<file path="src/rtl/kernel_loader_if.sv">
// Handshake/status bundle between a coefficient source and kernel_loader.
interface kernel_loader_if #(parameter int COEF_W = 3);
  logic              start;
  logic              in_valid;
  logic [COEF_W-1:0] in_data;
  logic              in_ready;
  logic [3:0]        load_sel;
  logic              kernel_valid;

  modport master (
    output start, in_valid, in_data,
    input  in_ready, load_sel, kernel_valid
  );

  modport slave (
    input  start, in_valid, in_data,
    output in_ready, load_sel, kernel_valid
  );
endinterface

</file>
<file path="src/rtl/kernel_loader.sv">
// Loads a serial stream of nine 3x3 kernel coefficients into held position
// registers in fixed select-code order and flags when the kernel is complete.
//
// state | meaning
// IDLE  | waiting for start, nothing resident
// LOAD  | accepting coefficients, idx = next slot
// DONE  | all nine slots hold the current kernel
module kernel_loader #(
  parameter int COEF_W = 3
) (
  input  logic              clk,
  input  logic              rst,
  kernel_loader_if.slave    bus,
  output logic [COEF_W-1:0] tl_k,
  output logic [COEF_W-1:0] tr_k,
  output logic [COEF_W-1:0] bl_k,
  output logic [COEF_W-1:0] br_k,
  output logic [COEF_W-1:0] r_k,
  output logic [COEF_W-1:0] l_k,
  output logic [COEF_W-1:0] t_k,
  output logic [COEF_W-1:0] b_k,
  output logic [COEF_W-1:0] c_k
);

  typedef enum logic [1:0] {
    IDLE = 2'd0,
    LOAD = 2'd1,
    DONE = 2'd2
  } state_t;

  state_t            state, state_nxt;
  logic [3:0]        idx, idx_nxt;
  logic              clr_all, wr_en;
  logic [COEF_W-1:0] coef [9];

  function automatic logic [3:0] sel_code(input logic [3:0] i);
    case (i)
      4'd0:    sel_code = 4'b0001;
      4'd1:    sel_code = 4'b0010;
      4'd2:    sel_code = 4'b0011;
      4'd3:    sel_code = 4'b0100;
      4'd4:    sel_code = 4'b0101;
      4'd5:    sel_code = 4'b0110;
      4'd6:    sel_code = 4'b0111;
      4'd7:    sel_code = 4'b1000;
      4'd8:    sel_code = 4'b1111;
      default: sel_code = 4'b0000;
    endcase
  endfunction

  always_ff @(posedge clk) begin
    if (rst) begin
      state <= IDLE;
      idx   <= 4'd0;
      for (int i = 0; i < 9; i++) coef[i] <= '0;
    end else begin
      state <= state_nxt;
      idx   <= idx_nxt;
      for (int i = 0; i < 9; i++) begin
        if (clr_all)
          coef[i] <= '0;
        else if (wr_en && idx == 4'(i))
          coef[i] <= bus.in_data;
      end
    end
  end

  // start always wins over a same-cycle transfer
  always_comb begin
    state_nxt = state;
    idx_nxt   = idx;
    clr_all   = 1'b0;
    wr_en     = 1'b0;
    case (state)
      IDLE, DONE: begin
        if (bus.start) begin
          state_nxt = LOAD;
          idx_nxt   = 4'd0;
          clr_all   = 1'b1;
        end
      end
      LOAD: begin
        if (bus.start) begin
          idx_nxt = 4'd0;
          clr_all = 1'b1;
        end else if (bus.in_valid) begin
          wr_en = 1'b1;
          if (idx == 4'd8) begin
            state_nxt = DONE;
            idx_nxt   = 4'd0;
          end else begin
            idx_nxt = idx + 4'd1;
          end
        end
      end
      default: begin
        state_nxt = IDLE;
        idx_nxt   = 4'd0;
      end
    endcase
  end

  assign bus.in_ready     = (state == LOAD);
  assign bus.kernel_valid = (state == DONE);
  assign bus.load_sel     = (state == LOAD) ? sel_code(idx) : 4'b0000;

  assign tl_k = coef[0];
  assign tr_k = coef[1];
  assign bl_k = coef[2];
  assign br_k = coef[3];
  assign r_k  = coef[4];
  assign l_k  = coef[5];
  assign t_k  = coef[6];
  assign b_k  = coef[7];
  assign c_k  = coef[8];

endmodule

</file>
<file path="src/flat_wrapper.sv">
// flat-port wrapper written by rule: the top's interface ports become plain ports
module kernel_loader_flat 
#(
  parameter int COEF_W = 3
)
  (clk, rst, tl_k, tr_k, bl_k, br_k, r_k, l_k, t_k, b_k, c_k, bus_start, bus_in_valid, bus_in_data, bus_in_ready, bus_load_sel, bus_kernel_valid);
  kernel_loader_if #(.COEF_W(COEF_W)) bus_i ();
  input  logic clk;
  input  logic rst;
  output logic [COEF_W-1:0] tl_k;
  output logic [COEF_W-1:0] tr_k;
  output logic [COEF_W-1:0] bl_k;
  output logic [COEF_W-1:0] br_k;
  output logic [COEF_W-1:0] r_k;
  output logic [COEF_W-1:0] l_k;
  output logic [COEF_W-1:0] t_k;
  output logic [COEF_W-1:0] b_k;
  output logic [COEF_W-1:0] c_k;
  input wire logic [$bits(bus_i.start)-1:0] bus_start;
  input wire logic [$bits(bus_i.in_valid)-1:0] bus_in_valid;
  input wire logic [$bits(bus_i.in_data)-1:0] bus_in_data;
  output wire logic [$bits(bus_i.in_ready)-1:0] bus_in_ready;
  output wire logic [$bits(bus_i.load_sel)-1:0] bus_load_sel;
  output wire logic [$bits(bus_i.kernel_valid)-1:0] bus_kernel_valid;
  assign bus_i.start = bus_start;
  assign bus_i.in_valid = bus_in_valid;
  assign bus_i.in_data = bus_in_data;
  assign bus_in_ready = bus_i.in_ready;
  assign bus_load_sel = bus_i.load_sel;
  assign bus_kernel_valid = bus_i.kernel_valid;
  kernel_loader #(.COEF_W(COEF_W)) u_core (.clk(clk), .rst(rst), .bus(bus_i), .tl_k(tl_k), .tr_k(tr_k), .bl_k(bl_k), .br_k(br_k), .r_k(r_k), .l_k(l_k), .t_k(t_k), .b_k(b_k), .c_k(c_k));
endmodule
</file>
<file path="config.mk">
export PLATFORM = sky130hd
export DESIGN_NAME = kernel_loader_flat
export DESIGN_NICKNAME = d
export VERILOG_FILES = /design/src/rtl/kernel_loader_if.sv /design/src/rtl/kernel_loader.sv /design/src/flat_wrapper.sv
export SDC_FILE = /design/constraint.sdc
export NUM_CORES = 1
export LEC_CHECK = 0
export BUFFER_PORTS_ARGS = -buffer_cell sky130_fd_sc_hd__buf_2
export CAP_MARGIN = 5
export CORE_MARGIN = 4
export CORE_UTILIZATION = 55
export CTS_CLUSTER_DIAMETER = 100
export CTS_CLUSTER_SIZE = 24
export DETAILED_ROUTE_END_ITERATION = 6
export PLACE_DENSITY = 0.88
export SLEW_MARGIN = 5
export SYNTH_ARGS = -nofsm -noshare
export SYNTH_HDL_FRONTEND = slang
export SYNTH_SLANG_ARGS = --single-unit
</file>
<file path="constraint.sdc">
create_clock -name clk -period 4 [get_ports clk]
set_input_delay 0.8 -clock clk [delete_from_list [all_inputs] [get_ports clk]]
set_output_delay 0.8 -clock clk [all_outputs]
set_load 0.05 [all_outputs]
</file>
==> impl_metrics.ini <==
[run_status]
status = finished clean

[synthesis]
yosys.area.top_type = edfxtp_1
ys_seq_area_share_pct = 58.21
yosys_warnings = 0
syn-cell-area_um2 = 1737
ys_seq_elements = 37
yosys-top-cells-area = edfxtp_1 47%, dfxtp_1 12%, ha_1 5.0%
synthesis.nets = 177
avgSynthCellArea_um2 = 10.65
synth_top_area_share_pct = 46.69
synthCells = 163
yosys.cell_types.count = 33

[global_routing]
grt_pass1_wl_mm = 5.602
grt_pass1_vias = 1246
track_usage_pct = 17.65
grt_antenna_before_repair = 0
grt_overflow = 0
grt_max_degree = 14

[die]
io_pins = 40
rows = 20
core_um2 = 3028
die_width_um = 64.19
dieArea_um2 = 4120
initial_core_util_pct = 57.36
fp.dieH_um = 64.19

[setup_path]
cpPeakStageDelay_ns = 0.49
startpoint = u_core.state[0]$_SDFFE_PP0P_
worst-endpoint-arrival_ns = 1.75
cp.required_ns = 3.20
start_kind = register
cp-end-kind = output pin
reg2reg_from = u_core.state[0]$_SDFFE_PP0P_
critPathMaxFanout = 10
critical-path-slowest-cell = dfxtp_1
worstSetupPathType = reg -> out
path_cells = nor2b_1 > and2_1 > buf_2

[power]
p_leak_nw = 0.8784
p_seq_share_pct = 59.2
peakVddDrop_uv = 208.1
power.switching_uw = 215.6
p_comb_share_pct = 14.7
switching_share_pct = 29.62
power_frac_clock_pct = 26.1
p_per_area_nw_per_um2 = 363.8
internal-power_uw = 512.3

[route]
vias = 1321
drtIter0Drc = 54
vias_per_cell = 5.305
drc = 0
drt-total-wl_mm = 3.344
drtAntennaViolNets = 0
post_drt_wl_per_cell_um = 13.43
drt_first_pass_iters = 4

[sta]
tightest_slew_ns = 0.7599
grt_setup_unrepaired = no
fin_crit_sh_pct = 63.67
hold_viol_final = 0
slew_viol_final = 0
finalCriticalPeriod_ns = 2.547
clock.fmax_mhz = 392.7
fin_setup_tns_ns = 0
clock_skew_ns = 0.01044
slew_headroom_pct = 49.34
whs_ns = 0.6455
finalSetupViolations = 0

[clock_network]
clock_path_buffers = 2
cts_tree = yes
htreeDepth = 2
holdBufCountCts = 0
clock-sinks = 37
cts-buffers-inserted = 5
post_cts_resize_count = 0
root_buffer = clkbuf_4
clkSlewWorstSetupHoldPaths_ns = 0.10
clock_latency_ns = 0.34
post-cts-setup-buffers = 0

[place]
place_congestion = 0.9150
dpl.hpwl_mm = 2.459
port_buffers = 39

[cells_and_area]
nets = 218
fill_cells = 251
n_antenna_cell = 0
area_delta_synth_final_pct = 15.20
drive_gt1_share_pct = 23.90

[worst_hold_path]
hold_start = u_core.state[0]$_SDFFE_PP0P_
hp-class = reg -> reg

[job]
maxCapViolCount = 0
-- metrics by stage --
stage	utilization [%]	std cells	area (um2)	total power, mW	worst slack, ns
6_report	66.07	249	2001	0.7279	1.453
2_1_floorplan	-	163	1737	0.5220	1.362
3_5_place_dp	64.26	241	1946	0.5464	1.448
4_1_cts	66.07	249	2001	0.7310	1.419
3_3_place_gp	64.26	241	1946	0.5444	1.507
5_1_grt	66.07	249	2001	0.7546	1.308
-- critical path: cells and delay by family (launching register included) --
family | cells | cell delay [ns]
buffers and inverters | 1 | 0.26
flip-flops | 1 | 0.49
AND/OR/NAND/NOR | 2 | 0.66
-- power by group through the flow --
stage / registers, mW / clock network, mW / logic [mW]
detailed placement: 0.440 / 0 / 0.107
global placement: 0.439 / 0 / 0.105
global route: 0.433 / 0.208 / 0.114
finish: 0.431 / 0.190 / 0.107
floorplan: 0.488 / 0 / 0.0339
CTS: 0.431 / 0.193 / 0.107
-- final timing paths --
check	slack, ns	depth (start not counted)	to
max	1.45	3	bus_load_sel[1]
min	0.65	2	u_core.state[0]$_SDFFE_PP0P_
max reg2reg	1.64	5	u_core.coef[2][1]$_SDFFCE_PN0P_
min reg2reg	0.65	2	u_core.state[0]$_SDFFE_PP0P_
-- synthesized netlist by cell type, drive strengths merged --
cell,instances
a21boi,1
a21o,1
a21oi,6
a2bb2oi,1
a31oi,3
and2,9
and3,13
and3b,1
buf,4
clkbuf,1
dfxtp,10
edfxtp,27
ha,7
inv,9
nand2,21
nand3,4
nand3b,1
nand4,3
nor2,19
nor2b,3
nor3,3
nor3b,1
nor4,1
o2111ai,1
o21a,1
o21ai,7
o22ai,1
or3,1
or3b,1
xnor2,2
-- kinds of logic (layout without fill, tap and decap cells) --
family | after synthesis | count (layout) | share of synthesized area, %
compound gates | 22 | 22 | 8.070
simple gates | 81 | 81 | 23.34
xor+xnor | 2 | 2 | 1.009
buf+inv | 14 | 56 | 4.322
fa+ha+maj | 7 | 7 | 5.043
flops | 37 | 37 | 58.21
-- metal layers --
metal / vias to the layer above / global-route usage, % / share of wire, %
li1: 654 / - / -
met1: 592 / 20.36 / 41
met2: 61 / 29.16 / 48
met3: 14 / 5.448 / 8.1
met4: 0 / 9.499 / 3.2
met5: - / 0 / 0
-- cell usage in the layout (no fill, tap or decap), drive strengths merged, types with 2 or more instances in the layout --
master,Yosys,final
buf,4,39
and2,9,9
clkbuf,1,5
edfxtp,27,27
o21ai,7,7
inv,9,9
nor3,3,3
nor2b,3,3
nand4,3,3
ha,7,7
dfxtp,10,10
nor2,19,19
xnor2,2,2
nand2,21,21
and3,13,13
a31oi,3,3
nand3,4,4
clkinv,0,2
a21oi,6,6
-- area by class of cell --
class	instances	area (um2)	share of cell area [%]
timing repair buffer	39	195.2	9.756
clock buffer	5	37.54	1.876
sequential	37	1011	50.53
clock inverter	3	17.52	0.8755
inverter	9	33.78	1.689
multi-input combinational	112	650.6	32.52
tap	44	55.05	2.752
(Power assumes the default switching activity.)
